===== config.mk =====
export PLATFORM = sky130hd
export DESIGN_NAME = fft
export DESIGN_NICKNAME = d
export VERILOG_FILES = /design/src/rtl/fft_pkg.sv /design/src/rtl/bfly2.sv /design/src/rtl/fft.sv
export SDC_FILE = /design/constraint.sdc
export NUM_CORES = 1
export LEC_CHECK = 0
export BUFFER_PORTS_ARGS = -buffer_cell sky130_fd_sc_hd__buf_2
export CAP_MARGIN = 20
export CORE_MARGIN = 10
export CORE_UTILIZATION = 42
export DETAILED_ROUTE_END_ITERATION = 6
export PLACE_DENSITY_LB_ADDON = 0.08
export SLEW_MARGIN = 20
export SYNTH_ARGS = -nofsm -noshare
export SYNTH_HDL_FRONTEND = slang
export SYNTH_SLANG_ARGS = --single-unit

===== constraint.sdc =====
create_clock -name clk -period 9.3 [get_ports clk]
set_clock_uncertainty 0.15 [all_clocks]
set_input_delay 0.465 -clock clk [delete_from_list [all_inputs] [get_ports clk]]
set_output_delay 0.465 -clock clk [all_outputs]
set_load 0.005 [all_outputs]

===== src/rtl/fft_pkg.sv =====
`default_nettype none
// ---------------------------------------------------------------------------
// fft_pkg : shared widths and Q10.10 saturation for the 4-point streaming FFT
// Revision: 1.0
// ---------------------------------------------------------------------------
package fft_pkg;

    localparam int DATA_W = 21;
    localparam int FRAC_W = 10;
    localparam int N      = 4;
    localparam int ACC_W  = 23;

    localparam logic signed [ACC_W-1:0] SAT_HI = {{(ACC_W-DATA_W+1){1'b0}}, {(DATA_W-1){1'b1}}};
    localparam logic signed [ACC_W-1:0] SAT_LO = {{(ACC_W-DATA_W+1){1'b1}}, {(DATA_W-1){1'b0}}};

    function automatic logic [DATA_W-1:0] sat_q10(input logic signed [ACC_W-1:0] v);
        if (v > SAT_HI)
            return SAT_HI[DATA_W-1:0];
        else if (v < SAT_LO)
            return SAT_LO[DATA_W-1:0];
        else
            return v[DATA_W-1:0];
    endfunction

    function automatic logic signed [ACC_W-1:0] sext(input logic [DATA_W-1:0] x);
        return {{(ACC_W-DATA_W){x[DATA_W-1]}}, x};
    endfunction

endpackage
`default_nettype wire


===== src/rtl/bfly2.sv =====
`default_nettype none
// ---------------------------------------------------------------------------
// bfly2 : radix-2 butterfly, sum and difference at accumulator width
// Revision: 1.0
// ---------------------------------------------------------------------------
module bfly2
    import fft_pkg::*;
(
    input  logic signed [ACC_W-1:0] a_i,
    input  logic signed [ACC_W-1:0] b_i,
    output logic signed [ACC_W-1:0] sum_o,
    output logic signed [ACC_W-1:0] diff_o
);

    assign sum_o  = a_i + b_i;
    assign diff_o = a_i - b_i;

endmodule
`default_nettype wire


===== src/rtl/fft.sv =====
`default_nettype none
// ---------------------------------------------------------------------------
// fft : streaming 4-point real-input DFT, one sample every two clocks
// Revision: 1.0
// ---------------------------------------------------------------------------
module fft
    import fft_pkg::*;
(
    input  logic              clk,
    input  logic              rst,
    input  logic [DATA_W-1:0] in,
    output logic [DATA_W-1:0] outr,
    output logic [DATA_W-1:0] outi
);

    logic              phase_q;
    logic [1:0]        cnt_q;
    logic [DATA_W-1:0] samp_q [N];
    logic [DATA_W-1:0] hold_q [N];
    logic              valid_q;
    logic [DATA_W-1:0] outr_q, outr_d;
    logic [DATA_W-1:0] outi_q, outi_d;

    logic signed [ACC_W-1:0] a0, a1, b0, b1, nb1;
    logic signed [ACC_W-1:0] x0r, x2r, x1i, x3i;

    always_ff @(posedge clk or negedge rst) begin
        if (!rst) begin
            phase_q <= 1'b0;
            cnt_q   <= 2'd0;
            valid_q <= 1'b0;
            outr_q  <= '0;
            outi_q  <= '0;
            for (int i = 0; i < N; i++) begin
                samp_q[i] <= '0;
                hold_q[i] <= '0;
            end
        end else begin
            phase_q <= ~phase_q;
            outr_q  <= outr_d;
            outi_q  <= outi_d;
            if (phase_q) begin
                samp_q[cnt_q] <= in;
                cnt_q         <= cnt_q + 2'd1;
                // Slot 3 comes straight from the input so the held block is complete this edge
                if (cnt_q == 2'(N-1)) begin
                    hold_q[0] <= samp_q[0];
                    hold_q[1] <= samp_q[1];
                    hold_q[2] <= samp_q[2];
                    hold_q[3] <= in;
                    valid_q   <= 1'b1;
                end
            end
        end
    end

    bfly2 u_s1_even (.a_i(sext(hold_q[0])), .b_i(sext(hold_q[2])), .sum_o(a0),  .diff_o(a1));
    bfly2 u_s1_odd  (.a_i(sext(hold_q[1])), .b_i(sext(hold_q[3])), .sum_o(b0),  .diff_o(b1));
    bfly2 u_s2_re   (.a_i(a0),              .b_i(b0),              .sum_o(x0r), .diff_o(x2r));

    // -j*b1 is purely imaginary (-b1); the real part of X1/X3 is just a1
    assign nb1 = -b1;
    bfly2 u_s2_im   (.a_i('0),              .b_i(nb1),             .sum_o(x1i), .diff_o(x3i));

    always_comb begin
        outr_d = outr_q;
        outi_d = outi_q;
        if (phase_q && valid_q) begin
            case (cnt_q)
                2'd0: begin
                    outr_d = sat_q10(x0r);
                    outi_d = '0;
                end
                2'd1: begin
                    outr_d = sat_q10(a1);
                    outi_d = sat_q10(x1i);
                end
                2'd2: begin
                    outr_d = sat_q10(x2r);
                    outi_d = '0;
                end
                default: begin
                    outr_d = sat_q10(a1);
                    outi_d = sat_q10(x3i);
                end
            endcase
        end
    end

    assign outr = outr_q;
    assign outi = outi_q;

endmodule
`default_nettype wire


Yosys cells after proc, flatten, opt, wreduce, memory -nomap -nowiden
Cells that the tools add are included.
Operators by class
  add/subtract/negate cells: 9
  $lt $le $gt $ge: 12
  eq/ne operators: 3
  multiplexer cells: 15
  bitwise gates (word level): 2
  reductions and logical operators: 5
Operator list (number)
  $mux 21: 11
  $gt 23x21->1 const B: 5
  $lt 23x21->1 const B: 5
  $bwmux 84: 1
  $pmux 21 s2: 2
  $add 21x21->22: 2
  $sub 21x21->22: 2
  $demux 21 s2: 1
  $add 22x22->23: 1
  $neg 23->23: 1
  $sub 1x23->23 const A: 1
  $sub 22x22->23: 1
  $eq 2x2->1 const B: 2
  $ge 3x3->1 const B: 1
  $lt 3x1->1 const B: 1
  $not 2->3: 1
  $add 2x1->2 const B: 1
  $eq 2x1->1 const B: 1
  $logic_and 1x1->1: 2
  $logic_not 2->1: 1
  $reduce_and 2->1: 1
  $reduce_or 2->1: 1
  $not 1->1: 1
Storage, ports and cells
  register bits after elaboration: 214
  output and inout bits: 42
  word-level logic and storage cells: 59

Depth between registers and ports, before layout
  depth after elaboration: 7
  gate-level depth with buffers: 32
  gate-level depth less buffers: 31

Modules after synthesis
From an unflattened synthesis, not the netlist that was laid out.
Unflattened totals
  cell total of the unflattened synthesis: 2123
  area, all modules: 18268.8 um2
Modules (own cells, without submodules)
  bfly2: instances 4, cells an instance 358, area each 2451.1 um2, seq. area each 0.0 um2
  fft: instances 1, cells an instance 691, area each 8464.4 um2, seq. area each 4829.6 um2

Worst setup path before layout
No wires, ideal clock.
  path kind: register to register
  from: register hold_q[1] (netlist name)
  to: register outr_q[13], in the netlist outr[13]
  library setup time: 0.065 ns
  data arrival time: 5.541 ns
  required time: 9.085 ns
  slack: 3.544 ns
  cell stages (with the launch flop): 32
  period minus slack after synthesis: 5.756 ns
  path through: dfrtp_1 inv_1 ha_1 nand2b_1 a21oi_1 o21ai_0 a21oi_1 o21ai_0 a21oi_1 o21ai_0 a21oi_1 o211ai_1 a2111o_1 nand3_1 a21o_1 a21oi_1 xnor2_1 ha_1 o21a_1 nor2_1 nor2_1 nand2_1 nand2_1 o21a_1 o21ai_0 xnor2_1 a21oi_1 a21boi_1 clkinv_1 o221ai_1 a22o_1 o22a_1
On the way
  cells in the longest elaborated chain, start to end: 6
  elaborated cells between the ends (all ways): 12
  classes of those cells: add/sub (3); order compare (4); mux (5)
RTL lines
  start, declared: RTL line fft.sv:19  | logic [DATA_W-1:0] hold_q [N];
  $add 21x21->22 *: RTL line bfly2.sv:15  | assign sum_o = a_i + b_i;
  $sub 22x22->23 or $add 22x22->23 (tied branches): RTL line bfly2.sv:16, bfly2.sv:15
  $lt 23x21->1: RTL line fft_pkg.sv:19  | else if (v < SAT_LO)
  $mux 21: RTL line fft_pkg.sv:19
  $mux 21: RTL line fft_pkg.sv:17  | if (v > SAT_HI)
  $pmux 21 s2 *: RTL line fft.sv:69  | case (cnt_q)
  end signal, assigned: RTL line fft.sv:40  | outr_q <= outr_d;
  end, declared: RTL line fft.sv:21  | logic [DATA_W-1:0] outr_q, outr_d;
Every way passes the cells marked *; elsewhere a longest branch is shown, timed or not.
A chain may end at the register's enable or synchronous reset.

Worst setup path in the final report
  from: register hold_q[1] (netlist name)
  to: register outr_q[19], in the netlist outr[19]
Same word-level chain as after synthesis.

==> metrics.yaml <==
status: "complete, no violations"
synth.most_common_cell: "dfrtp_1"
period_share_pct: 74.6
yosys-top-cells-count: "dfrtp_1, mux2_2, nor2_1, ha_1, inv_1"
syn_inst: 1764
cts_sinks: 193
vias: 13300
worst_slack_ns: 2.36
chipWidth_microns: 215
grt_max_degree: 77
leakage_nw: 7.37
startpoint_type: "flop"
cp.depth: 31
dp_hpwl_microns: 37800
cp_common_cell: "a21oi_1"
post_drt_wl_per_cell_microns: 20.9
r2r_slack_ns: 2.36
ir_drop_mv: 0.143
initial_core_util_pct: 42.5
ant_nets: 0
ys_async_sr_fraction_pct: 100
synth_area_sq_um: 16000
synth_edf_count: 0
worstSetupEndpoint: "outr[19]$_DFFE_PN0P_"
antenna_found_initial: 0
die_area_sq_um: 46200
worstSetupPathType: "reg2reg"
final_max_slew_viol_count: 0
grt_pass1_wl_microns: 75600
r2r_cells: 31
p_seq_share_pct: 29.8
fin_setup_tns_ns: 0
final_hold_viol_count: 0
fmax_mhz: 144
chipHeight_microns: 215
drive_above_1_share_pct: 17.0
synth_area_leader_cell: "dfrtp_1"
period_needed_ns: 6.94
htree_levels: 4
intPower_mw: 1.88
hold_class: "in2reg"
grt_util_all_layers_pct: 20.6
r2r-end: "outr[19]$_DFFE_PN0P_"
cp_max_fo: 14
grt.overflow.total: 0
sw_frac_of_total_pct: 43.3
clock_tree.root_cell: "clkbuf_16"
yosysTopAreaCellShare_pct: 30.3
gp_congestion: 0.953
synth_nets: 1929
wirelength_microns: 48100
port_buffers: 64
crit_family: "compound AO/OA/AOI/OAI gates"
drtPass1Iterations: 5
cp_data_required_time_ns: 9.49
clk_pin_slew_ns: 0.08
drv_cap: 0
cts_resized: 0
cts_tree: "yes"
synth_cell_type_count: 98
drtIter0Drc: 919
ys_ff_latch: 193
arrival_ns: 7.13
relSlewSlack_pct: 27.5
row_count: 71
ios: 65
clk_latency_ns: 0.46
cts_buffer_depth: 2
p_comb_share_pct: 47.8
ys_warn_count: 0
cts_buffers: 17
viasPerCell: 5.79
syn2layout_area_growth_pct: 8.36
cp_num_buf_inv: 1
timing.rr.start: "hold_q[1]$_DFFE_PN0P_"
final_cells: 2305
powerDensity_nw_per_um2: 191
rsz0062_at_grt: "no"
power.share.clock_pct: 22.5
endpoint_kind: "flop"
cpPeakStageDelay_ns: 0.54
max_slew.worst_pin.slew_ns: 1.09
setup-violations-final: 0
nets: 1946
dp_slack_ns: 2.49
synthTopCellsByArea: "dfrtp_1, ha_1, mux2_2"
synthFlopType: "dfrtp_1"
core-area_sq_um: 37600
drc: 0
crit_slowest_cell: "a221o_1"
syn_area_per_cell_sq_um: 9.05
synth-seq-area-share_pct: 30.3
dp.cells: 2271
grt_pass1_vias: 12500
crit_start: "hold_q[1]$_DFFE_PN0P_"
switching_power_mw: 1.43
## what timing repair did
item | in CTS | in global routing
hold buffers | 1 | 0
buffers inserted | 0 | 0
endpoints found under the hold margin | 63 | 0
## worst min-delay path by stage
stage | cells after the start | from | to
3_5_place_dp | 2 | outi[8]$_DFFE_PN0P_ | outi[8]$_DFFE_PN0P_
3_3_place_gp | 2 | outi[3]$_DFFE_PN0P_ | outi[3]$_DFFE_PN0P_
6_report | 2 | in[0] | samp_q[63]$_DFFE_PN0P_
5_1_grt | 2 | in[0] | samp_q[21]$_DFFE_PN0P_
2_1_floorplan | 0 | rst | cnt_q[0]$_DFFE_PN0P_
4_1_cts | 2 | in[0] | samp_q[63]$_DFFE_PN0P_
## flip-flops by register name, summed over array words and instances (netlist names)
register and flops:
cnt_q 2, hold_q 84, outi 21, outr 21, phase_q 1, samp_q 63
valid_q 1
## power by group through the flow
| stage | sequential, mW | clock [mW] | combinational, mW |
|---|---|---|---|
| 6_report | 0.986 | 0.744 | 1.58 |
| 5_1_grt | 0.999 | 0.798 | 1.74 |
| 4_1_cts | 0.987 | 0.770 | 1.56 |
| 3_5_place_dp | 1.00 | 0 | 1.55 |
| 3_3_place_gp | 1.00 | 0 | 1.55 |
| 2_1_floorplan | 0.993 | 0 | 1.09 |
## logic make-up after synthesis
group	synth area share [%]
AOI/OAI and AO/OA	20.7
muxes	11.1
xor gates and xnor gates	6.78
adders and majority gates	11.4
and+or+nand+nor	14.5
buffers and inverters	5.24
DFF	30.3
## through the flow
stage	hold WS, ns	power (mW)	area (sq um)	util, %
floorplan	0.0194	2.09	16000	-
global placement	0.311	2.55	16700	44.4
detailed placement	0.318	2.55	16700	44.4
CTS	0.141	3.31	17300	46.0
global route	0.149	3.54	17300	46.0
finish	0.163	3.31	17300	46.0
## worst register-to-register path, delay by kind of cell, from the launching register on
family | cells | cell delay, ns
AND/OR/NAND/NOR | 6 | 0.73
XOR/XNOR | 1 | 0.19
adder cells (fa/ha/maj) | 2 | 0.72
buffers and inverters | 1 | 0.15
AO/OA/AOI/OAI | 21 | 4.50
flip-flops | 1 | 0.40
## routing by layer
layer	track usage (%)	up-vias	part of all wire, %
met3	2.60	34	4.6
met5	0	-	0
li1	-	6420	-
met2	29.9	333	42
met4	5.18	0	1.6
met1	31.2	6559	52
## area by class of cell
type	instances	area, sq um
fillers	3741	20300
multi-input cells	1357	10300
flip-flops and latches	193	4830
well taps	511	639
inverters	136	510
repair buffers	76	429
clock buffers	17	425
clock inverters	14	150
diodes	1	2.50
## cell usage in the layout, fill, tap and decap left out, types with 22 or more instances in the layout
cell | Yosys | layout
inv_1 | 133 | 133
a21o_1 | 23 | 23
ha_1 | 136 | 136
buf_2 | 8 | 63
mux2_2 | 149 | 149
xor2_1 | 35 | 35
xnor2_1 | 83 | 83
nand2_1 | 80 | 79
dfrtp_1 | 193 | 193
nand3_1 | 41 | 41
nor4_1 | 22 | 22
o21bai_1 | 33 | 33
o21ai_0 | 64 | 64
nor2_1 | 137 | 137
a21oi_1 | 131 | 131
nor3_1 | 46 | 45
Power figures use the tool's default switching activity.
